File: config.mk
export PLATFORM = sky130hd
export DESIGN_NAME = frame_update_scheduler
export DESIGN_NICKNAME = d
export VERILOG_FILES = /design/src/rtl/frame_update_scheduler.sv
export SDC_FILE = /design/constraint.sdc
export NUM_CORES = 1
export LEC_CHECK = 0
export ABC_AREA = 1
export CORE_MARGIN = 1.5
export CORE_UTILIZATION = 35
export DETAILED_ROUTE_END_ITERATION = 12
export PLACE_DENSITY = 0.75
export SETUP_SLACK_MARGIN = 0.4
export SLEW_MARGIN = 20
export SYNTH_ARGS = -nofsm -noshare
export SYNTH_HDL_FRONTEND = slang
export SYNTH_SLANG_ARGS = --single-unit
File: constraint.sdc
create_clock -name i_clk -period 1.4 [get_ports i_clk]
set_input_delay 0.28 -clock i_clk [delete_from_list [all_inputs] [get_ports i_clk]]
set_output_delay 0.28 -clock i_clk [all_outputs]
set_load 0.05 [all_outputs]
File: src/rtl/frame_update_scheduler.sv
// frame_update_scheduler
// Latches game-state positions (ball, left paddle, right paddle) into shadow registers at most
// once per vertical-blanking interval. The pixel generator therefore sees positions that stay
// stable for a whole frame.
//
// Ports:
//   i_clk            system/pixel clock, all logic on its rising edge
//   i_rst            synchronous active-low reset
//   i_vblank         vertical blanking level from the VGA driver (1 = blanking)
//   i_upd_valid      game logic offers a position set
//   o_upd_ready      offered set is accepted this cycle (registered state only)
//   i_ball_pos_in    offered ball position (opaque word)
//   i_left_pad_in    offered left paddle position
//   i_right_pad_in   offered right paddle position
//   o_ball_pos_out   committed ball position
//   o_left_pad_out   committed left paddle position
//   o_right_pad_out  committed right paddle position
//   o_frame_start    one-cycle pulse at the start of each blanking interval
//   o_frame_count    count of blanking intervals (wraps)
//   o_update_missed  one-cycle pulse when a blanking interval ends without a commit
module frame_update_scheduler #(
   parameter int unsigned GUARD_CYCLES = 2,
   parameter int unsigned FRAME_CNT_W  = 16,
   parameter logic [31:0] BALL_INIT    = 32'h0140_00F0,
   parameter logic [31:0] LPAD_INIT    = 32'h0010_00F0,
   parameter logic [31:0] RPAD_INIT    = 32'h0270_00F0
) (
   input  logic                   i_clk,
   input  logic                   i_rst,
   input  logic                   i_vblank,
   input  logic                   i_upd_valid,
   output logic                   o_upd_ready,
   input  logic [31:0]            i_ball_pos_in,
   input  logic [31:0]            i_left_pad_in,
   input  logic [31:0]            i_right_pad_in,
   output logic [31:0]            o_ball_pos_out,
   output logic [31:0]            o_left_pad_out,
   output logic [31:0]            o_right_pad_out,
   output logic                   o_frame_start,
   output logic [FRAME_CNT_W-1:0] o_frame_count,
   output logic                   o_update_missed
);

   // Guard counter only needs to reach GUARD_CYCLES-1.
   localparam int unsigned GW = (GUARD_CYCLES > 1) ? $clog2(GUARD_CYCLES) : 1;

   typedef enum logic [1:0] {
      StActive,
      StGuard,
      StOpen,
      StClosed
   } state_e;

   state_e                 r_state;
   state_e                 w_state_d;
   logic                   r_vblank_q;
   logic [GW-1:0]          r_guard_cnt;
   logic [GW-1:0]          w_guard_cnt_d;
   logic [31:0]            r_ball;
   logic [31:0]            r_lpad;
   logic [31:0]            r_rpad;
   logic [FRAME_CNT_W-1:0] r_frame_count;
   logic                   r_frame_start;
   logic                   r_missed;

   logic w_rise;
   logic w_guard_done;
   logic w_commit;
   logic w_missed_d;
   logic w_frame_start_d;

   assign w_rise       = i_vblank & ~r_vblank_q;
   assign w_guard_done = (r_guard_cnt == GW'(GUARD_CYCLES - 1));

   always_comb begin
      w_state_d       = r_state;
      w_guard_cnt_d   = r_guard_cnt;
      w_commit        = 1'b0;
      w_missed_d      = 1'b0;
      w_frame_start_d = 1'b0;
      case (r_state)
         StActive: begin
            if (w_rise) begin
               w_frame_start_d = 1'b1;
               w_guard_cnt_d   = '0;
               w_state_d       = (GUARD_CYCLES == 0) ? StOpen : StGuard;
            end
         end
         StGuard: begin
            // Blanking ending during the guard wins over guard completion: no window is opened
            // in a cycle that is already outside blanking.
            if (!i_vblank) begin
               w_state_d  = StActive;
               w_missed_d = 1'b1;
            end else if (w_guard_done) begin
               w_state_d = StOpen;
            end else begin
               w_guard_cnt_d = r_guard_cnt + GW'(1);
            end
         end
         StOpen: begin
            // A transfer beats a simultaneous vblank fall.
            if (i_upd_valid) begin
               w_commit  = 1'b1;
               w_state_d = StClosed;
            end else if (!i_vblank) begin
               w_state_d  = StActive;
               w_missed_d = 1'b1;
            end
         end
         StClosed: begin
            if (!i_vblank) begin
               w_state_d = StActive;
            end
         end
         default: w_state_d = StActive;
      endcase
   end

   always_ff @(posedge i_clk) begin
      if (!i_rst) begin
         r_state       <= StActive;
         // Reset as "already blanking" so a reset inside blanking does not count a rise.
         r_vblank_q    <= 1'b1;
         r_guard_cnt   <= '0;
         r_ball        <= BALL_INIT;
         r_lpad        <= LPAD_INIT;
         r_rpad        <= RPAD_INIT;
         r_frame_count <= '0;
         r_frame_start <= 1'b0;
         r_missed      <= 1'b0;
      end else begin
         r_state       <= w_state_d;
         r_vblank_q    <= i_vblank;
         r_guard_cnt   <= w_guard_cnt_d;
         r_frame_start <= w_frame_start_d;
         r_missed      <= w_missed_d;
         if (w_frame_start_d) begin
            r_frame_count <= r_frame_count + FRAME_CNT_W'(1);
         end
         if (w_commit) begin
            r_ball <= i_ball_pos_in;
            r_lpad <= i_left_pad_in;
            r_rpad <= i_right_pad_in;
         end
      end
   end

   assign o_upd_ready     = (r_state == StOpen);
   assign o_ball_pos_out  = r_ball;
   assign o_left_pad_out  = r_lpad;
   assign o_right_pad_out = r_rpad;
   assign o_frame_start   = r_frame_start;
   assign o_frame_count   = r_frame_count;
   assign o_update_missed = r_missed;

endmodule
==> results.cfg, run 1 <==
[synth]
seq_area_frac_synth_pct = 53.6
synthArstFlopShare_pct = 0
avgSynthCellArea_um2 = 7.60
synth_compound_area_share_pct = 11.4
syn_area_um2 = 4410
ys.flop_type = dfxtp_1
synth_top_area_share_pct = 53.6
synth-edff-count = 0
yosys_register_bits = 118
synthCells = 580
synthMuxAreaShare_pct = 0
synthSimpleGateAreaFrac_pct = 27.8
synth_top_family_by_area = simple AND/OR/NAND/NOR gates
ys_types = 29
synthTopCellsByArea = dfxtp_1 (54%), nor2_1 (16%), o21ai_0 (9.1%)
yosys_warnings = 0
synthXorXnorAreaFrac_pct = 0.398
netlist.top_cell.by_area = dfxtp_1
synth_nets = 685
synthAdderAreaFrac_pct = 1.42

[place]
place_area_um2 = 8130
hpwl_mm = 10.7
gp_congestion = 0.885
io_buffers = 214

[sta]
slew_headroom_pct = 58.6
hold_violations = 0
rsz0062_at_grt = true
fmax_mhz = 574
fin_crit_sh_pct = 124
setup_violations = 117
tightest_slew_ns = 0.621
fin_ws_ns = -0.342
drv_slew = 0
period_needed_ns = 1.74
clock_skew_ns = 0.00876

[layout]
fin_nets = 1019
layout_commonest_cell = buf_12
drive_gt1_share_pct = 65.1
fill_cells = 323
layout.cell_area.non_filler_um2 = 11300
utilization_pct = 93.0
area_delta_synth_final_pct = 157
final_cell_mix = buf_12 (123), clkdlybuf4s50_1 (98), buf_4 (97)

[setup_path]
worstPathCellList = inv_4 > buf_4 > ha_4 > nand3_4 > nor2_4 > nand4_1 > nand2_1 > inv_1 > nor2_1
start_kind = register
critical_path.max_fanout = 5
cp.required_ns = 1.73
max_stage_delay_ns = 0.36
crit_type = register to register
crit_arrival_ns = 2.07
startpoint = r_state[0]
critPathSlowestCell = dfxtp_4
timing.rr.start = r_state[0]
crit_path_end_kind = register

[cts]
cts_buffers = 17
cts.path.max_buffers = 2
cts_max_level = 4
clk_pin_slew_ns = 0.06
tritoncts = built
clock-sinks = 118
cts_hold_buf = 0
clkLatencyLatePin_ns = 0.43
cts_root_buf = clkbuf_16

[floorplan]
start_util_pct = 36.2
core_area_um2 = 12200
die-area_um2 = 13300
die_h_um = 115
io_pins = 215
placementRows = 40
fp.dieW_um = 115

[route]
drt_wl_total_mm = 28.6
drt_drc_violations_left = 0
drtIter0Drc = 646
firstDrtPassIters = 5
num_vias = 6373
routedWlPerCell_um = 26.1
drtAntennaViolNets = 0
vias_per_cell = 5.83

[grt]
grt_first_pass_wirelength_mm = 31.5
grt_max_degree = 48
overflow = 0
gr-usage-all-layers_pct = 31.9
antenna_found_initial = 1
grt_pass1_vias = 5913

[min_path]
min_from = i_rst
min_path_type = primary input to register

[power]
power.total_mw = 9.80
cellPowerDensity_nw_per_um2 = 866
leakage_nw = 4.58
peakVddDrop_v = 0.000871

[status]
violations = negative setup slack
outcome = finished, violations left

[run]
drv_cap = 0
## area by class of cell
class                           count  area (um2)  area share (%)
Multi-Input combinational cell    407        2920            25.8
Antenna cell                        1        2.50          0.0221
Tap cell                          168         210            1.86
Inverter                           23         115            1.02
Timing Repair inverter              1        20.0           0.177
Sequential cell                   118        2710            24.0
Timing Repair Buffer              346        4740            41.9
Clock buffer                       21         460            4.07
Clock inverter                      9         126            1.12
## worst max-delay path, delay by kind of cell, from the launching register on
family | cells | cell delay [ns]
buf+inv | 3 | 0.26
flops | 1 | 0.36
fa+ha+maj | 1 | 0.16
simple gates | 5 | 0.85
## metrics by stage
step / setup TNS (ns) / hold WS, ns / cells / setup slack (ns)
finish: -10.79 / 0.380 / 1094 / -0.342
global route: -13.80 / 0.392 / 1094 / -0.370
CTS: -0.0609 / 0.341 / 1038 / -0.0383
detailed placement: -14.74 / 0.504 / 951 / -0.269
global placement: -10.20 / 0.466 / 951 / -0.160
floorplan: 0 / 0.393 / 580 / 0.102
## cell usage after synthesis (all sizes together) (2+ instances only)
master  instances
nor2          184
xor2            2
o21ai          82
clkbuf         21
buf            12
nand4           4
nor3            7
nand2          79
dfxtp         118
o21bai          3
inv            23
a21oi           7
nand3          26
ha              5
## repair_timing
action	4_1_cts	5_1_grt
pin swaps	49	46
endpoints found under the setup margin	232	232
setup buffers	44	53
resized for setup	340	191
cloned	13	2
## layer usage
| layer | vias up | global-route usage (%) | routed length (um) |
|---|---|---|---|
| met5 | - | 0 | 0 |
| met4 | 0 | 18.8 | 2330 |
| met3 | 206 | 9.86 | 2750 |
| met2 | 547 | 58.6 | 14000 |
| met1 | 3077 | 31.6 | 9450 |
| li1 | 2543 | - | - |
## path summary, 6_finish.rpt
path	to	slack, ns	cells after the start
max	o_frame_count[11]	-0.34	9
min	o_left_pad_out[18]	0.38	4
max reg2reg	o_frame_count[11]	-0.34	9
min reg2reg	o_left_pad_out[18]	0.50	2
## sequential cells by signal (all words and copies together), names as in the netlist
name and flops:
o_ball_pos_out 32, r_guard_cnt 1, o_frame_count 16, o_frame_start 1
o_left_pad_out 32, r_state 2, r_vblank_q 1, o_right_pad_out 32
o_update_missed 1
## cells by family after synthesis
group                      after synthesis
and+or+nand+nor                        303
DFF                                    118
AOI/OAI and AO/OA                       96
buffers and inverters                   56
adders and majority gates                5
xor gates and xnor gates                 2
## power by group
part           switching, mW  internal, mW  total, mW  leakage, nW
logic                  0.915         0.928       1.84         3.28
registers             0.0974          3.31       3.41         1.02
clock network           1.68          2.86       4.54        0.285
total                   2.69          7.11       9.80         4.58
(Power assumes the default switching activity.)
==> inputs of run 2 (changes only) <==
- ABC_AREA: 1 -> not set
- CORE_ASPECT_RATIO: not set -> 1.1
- PLACE_DENSITY: 0.75 -> 0.74
==> results.cfg, run 2 <==
[layout]
insertedDiodeCount = 0
fin_nets = 949
final_cell_mix = nand2_1 (163), buf_12 (130), dfxtp_2 (100)
area_delta_synth_final_pct = 130
layout_commonest_cell = nand2_1
utilization_pct = 82.9
layout.cell_area.non_filler_um2 = 10500
drive_gt1_share_pct = 53.0
fill_cells = 664

[floorplan]
io_pins = 215
start_util_pct = 36.0
placementRows = 43
core_area_um2 = 12600
die-area_um2 = 13700
die_h_um = 123
fp.dieW_um = 112

[setup_path]
max_stage_delay_ns = 0.46
cp_num_cells = 6
critPathSlowestCell = or4_4
worstPathCellList = inv_2 > ha_4 > and3b_2 > nand4_4 > or4_4 > a21boi_2
startpoint = r_state[0]
critical_path.max_fanout = 8
crit_family = simple AND/OR/NAND/NOR gates
r2r_slack_ns = -0.17
critPathCapture = o_frame_count[15]
start_kind = register
crit_path_end_kind = register
crit_arrival_ns = 1.89
r2r_cells = 6
crit_type = register to register
r2r-end = o_frame_count[15]
cp.required_ns = 1.72
path_buf_inv = 1
timing.rr.start = r_state[0]

[synth]
yosys_register_bits = 118
synth_common_cells = nand2_1 (200), dfxtp_1 (118), a21boi_0 (80)
synthCells = 536
synthTopCellsByArea = dfxtp_1 (52%), nand2_1 (16%), a21boi_0 (13%)
seq_area_frac_synth_pct = 51.8
yosys_warnings = 0
synth_top_area_share_pct = 51.8
avgSynthCellArea_um2 = 8.50
synth_nets = 641
synth-edff-count = 0
ys.flop_type = dfxtp_1
synth_most_common_cell = nand2_1
synthArstFlopShare_pct = 0
ys_types = 34
syn_area_um2 = 4560
netlist.top_cell.by_area = dfxtp_1

[route]
firstDrtPassIters = 4
wl_met1_mm = 6.41
vias_per_cell = 4.98
dr_wl_met2_mm = 10.1
routedWlPerCell_um = 18.0
wl_met3_mm = 1.35
maxUsedRoutingLayer = met4
num_vias = 5050
drt_wl_total_mm = 18.3
drt_drc_violations_left = 0
drtIter0Drc = 307
drtAntennaViolNets = 0

[sta]
clock_skew_ns = 0.00998
fin_ws_ns = -0.170
fmax_mhz = 637
drv_slew = 0
slew_headroom_pct = 73.0
hold_violations = 0
fin_crit_sh_pct = 112
rsz0062_at_grt = true
period_needed_ns = 1.57
finalSetupTns_ns = -4.84
setup_violations = 97
tightest_slew_ns = 0.405

[power]
peakVddDrop_v = 0.000632
p_int_mw = 6.39
combPwrFrac_pct = 7.9
power_frac_seq_pct = 40.5
cellPowerDensity_nw_per_um2 = 790
leakage_nw = 4.14
sw_frac_of_total_pct = 22.8
clkPwrFrac_pct = 51.6
p_switching_mw = 1.89

[cts]
cts_root_buf = clkbuf_16
tritoncts = built
cts.path.max_buffers = 2
clk_pin_slew_ns = 0.06
cts_buffers = 17
cts_max_level = 4
clock-sinks = 118
clkLatencyLatePin_ns = 0.40

[place]
place_area_um2 = 8370
hpwl_mm = 10.3
gp_congestion = 0.796
io_buffers = 214

[grt]
antenna_found_initial = 0
gr-usage-all-layers_pct = 23.7
grt_first_pass_wirelength_mm = 25.7
grt_pass1_vias = 5208
overflow = 0
grt_max_degree = 73

[min_path]
min_path_type = primary input to register

[status]
outcome = finished, violations left
violations = negative setup slack

[run]
drv_cap = 0
==> run 2: how the worst min path moves through the flow <==
stage / startpoint / to / depth (start not counted)
after CTS: i_rst / o_ball_pos_out[22] / 3
after floorplan: i_ball_pos_in[22] / o_ball_pos_out[22] / 2
after global routing: i_rst / o_ball_pos_out[5] / 3
after detailed placement: o_right_pad_out[19] / o_right_pad_out[19] / 2
final: i_rst / o_ball_pos_out[22] / 3
after global placement: o_right_pad_out[2] / o_right_pad_out[2] / 2
==> run 2: layout make-up <==
cell class / instances / area (um2) / area share (%)
Tap cell: 157 / 196 / 1.87
Multi-Input combinational cell: 379 / 2370 / 22.6
Timing Repair Buffer: 324 / 4780 / 45.6
Sequential cell: 118 / 2550 / 24.3
Clock inverter: 15 / 156 / 1.49
Inverter: 4 / 15.0 / 0.143
Clock buffer: 17 / 425 / 4.06
==> run 2: cells by family after synthesis <==
group | share of synthesized area, %
AO/OA/AOI/OAI | 16.6
XOR/XNOR | 1.54
buffers and inverters | 3.51
AND/OR/NAND/NOR | 25.2
flip-flops | 51.8
adder cells (fa/ha/maj) | 1.37
==> run 2: routing by layer <==
| metal | track usage (%) | vias to the layer above |
|---|---|---|
| li1 | - | 2387 |
| met1 | 23.5 | 2426 |
| met2 | 45.5 | 203 |
| met3 | 7.65 | 34 |
| met4 | 9.97 | 0 |
| met5 | 0 | - |
==> run 2: repair_timing <==
action,4_1_cts,5_1_grt
resized for setup,99,128
setup buffers,27,25
cloned,12,9
endpoints found under the setup margin,232,232
pin swaps,15,71
hold buffers,0,0
==> run 2: power groups by stage <==
| stage | registers [mW] | clock network, mW | logic (mW) |
|---|---|---|---|
| global placement | 3.45 | 0 | 0.541 |
| floorplan | 3.47 | 0 | 0.161 |
| CTS | 3.38 | 4.32 | 0.593 |
| global route | 3.35 | 4.46 | 0.694 |
| finish | 3.35 | 4.27 | 0.657 |
| detailed placement | 3.45 | 0 | 0.557 |
==> run 2: through the flow <==
step           std cells  hold WS (ns)  total power [mW]  setup WS [ns]
3_5_place_dp         909         0.483              4.01         -0.456
6_report            1014         0.361              8.28         -0.170
4_1_cts              980         0.323              8.28         -0.133
3_3_place_gp         909         0.478              3.99         -0.370
5_1_grt             1014         0.360              8.51         -0.230
2_1_floorplan        536         0.403              3.63         -0.226
==> run 2: tightest hold or removal path, stage by stage <==
cell	delay, ns
buf_2	0.12
buf_12	0.18
nand3_1	0.10
==> inputs of run 3 (changes only) <==
- CELL_PAD_IN_SITES_DETAIL_PLACEMENT: not set -> 0
- CELL_PAD_IN_SITES_GLOBAL_PLACEMENT: not set -> 1
- CORE_UTILIZATION: 35 -> 26
- PLACE_DENSITY: 0.74 -> 0.77
- SETUP_SLACK_MARGIN: 0.4 -> not set
==> results.cfg, run 3 (synthesized netlist as in run 2, its figures left out) <==
[status]
outcome = finished, violations left
violations = negative setup slack

[setup_path]
r2r_slack_ns = -0.11
crit_type = register to output port
crit_arrival_ns = 1.24
crit_path_end_kind = output port
timing.rr.start = r_state[0]
r2r-end = o_frame_count[9]
startpoint = r_state[0]
max_stage_delay_ns = 0.33
worstPathCellList = inv_2 > buf_6 > ha_4 > buf_12
path_buf_inv = 3
start_kind = register
cp.required_ns = 1.12
critPathSlowestCell = dfxtp_2
crit_family = flip-flops
critical_path.max_fanout = 5
r2r_cells = 7

[sta]
rsz0062_at_grt = true
drv_slew = 0
setup_violations = 102
slew_headroom_pct = 74.0
fin_crit_sh_pct = 108
period_needed_ns = 1.52
fmax_mhz = 659
hold_violations = 0
tightest_slew_ns = 0.391
clock_skew_ns = 0.00493
fin_ws_ns = -0.117

[min_path]
min_path_type = primary input to register
min_from = i_rst
hold_path_end = r_vblank_q
min_delay_path_depth = 2

[floorplan]
core_area_um2 = 17100
io_pins = 215
placementRows = 50
die_h_um = 142
die-area_um2 = 18300
start_util_pct = 26.7
fp.dieW_um = 129

[layout]
stdcell_count = 1051
utilization_pct = 61.0
layout_commonest_cell = buf_12
fin_nets = 909
drive_gt1_share_pct = 47.2
insertedDiodeCount = 0
final_cell_mix = buf_12 (125), nand2_1 (124), dfxtp_1 (103)
area_delta_synth_final_pct = 129

[place]
post-place-cells = 991
gp_congestion = 0.740
hpwl_mm = 10.7
io_buffers = 214
place_ws_ns = -0.435

[route]
drtIter0Drc = 121
drtAntennaViolNets = 0
vias_per_cell = 4.51
routedWlPerCell_um = 16.3
num_vias = 4736
firstDrtPassIters = 4
drt_drc_violations_left = 0
drt_wl_total_mm = 17.1

[power]
power.total_mw = 8.42
combPwrFrac_pct = 8.0
p_int_mw = 6.56
leakage_nw = 4.41
peakVddDrop_v = 0.000679
clkPwrFrac_pct = 51.9
power_frac_seq_pct = 40.2
p_switching_mw = 1.86
cellPowerDensity_nw_per_um2 = 808
sw_frac_of_total_pct = 22.1

[run]
drv_cap = 0

[cts]
clkLatencyLatePin_ns = 0.41
clk_pin_slew_ns = 0.06
cts_root_buf = clkbuf_16
cts_buffers = 17
clock-sinks = 118
cts.path.max_buffers = 2
cts_max_level = 4
tritoncts = built

[grt]
antenna_found_initial = 0
gr-usage-all-layers_pct = 15.8
grt_first_pass_wirelength_mm = 22.7
grt_pass1_vias = 4735
grt_max_degree = 53
overflow = 0
## run 3: through the flow
| stage | hold WS (ns) | cell area [um2] | setup TNS, ns |
|---|---|---|---|
| finish | 0.294 | 10400 | -4.27 |
| global route | 0.313 | 10400 | -11.23 |
| CTS | 0.298 | 9140 | -2.18 |
| detailed placement | 0.494 | 8470 | -16.94 |
| global placement | 0.486 | 8470 | -13.44 |
| floorplan | 0.404 | 4660 | -1.68 |
## run 3: what timing repair did
item	in CTS	in global routing
pin swaps	12	142
cloned	0	19
hold buffers	0	0
endpoints found under the setup margin	97	110
gates resized for setup	65	249
buffers inserted	5	6
## run 3: how the worst max path moves through the flow
stage,to,cells after the start
floorplan,o_frame_count[15],7
global placement,o_frame_count[9],6
detailed placement,o_frame_count[9],6
CTS,o_upd_ready,4
global route,o_frame_count[9],7
finish,o_upd_ready,4
## run 3: power groups by stage
stage	Clock (mW)	Combinational, mW	Sequential, mW
after CTS	4.47	0.586	3.38
after global routing	4.61	0.710	3.38
after global placement	0	0.550	3.45
after detailed placement	0	0.561	3.45
final	4.37	0.670	3.38
after floorplan	0	0.157	3.47
## run 3: worst register-to-register path: stages (launching register included)
cell and delay (ns):
dfxtp_2 0.32, inv_2 0.08, ha_4 0.15, and3b_2 0.21
nand4_4 0.10, buf_6 0.14, or3_1 0.31, a21boi_1 0.12
## run 3: per-layer routing
metal  global-route usage [%]  vias up  wire length [um]
met3                     4.64       28               877
met1                     17.0     2267              6820
met2                     28.4      142              9080
met5                        0        -                 0
li1                         -     2299                 -
met4                     7.10        0               359
## run 3: final cells by class
| class | instances | area (um2) |
|---|---|---|
| fill | 1345 | 6660 |
| timing repair buffer | 284 | 4240 |
| multi-input combinational | 379 | 2900 |
| sequential | 118 | 2390 |
| clock buffer | 18 | 429 |
| tap | 234 | 293 |
| clock inverter | 14 | 160 |
| inverter | 4 | 15.0 |
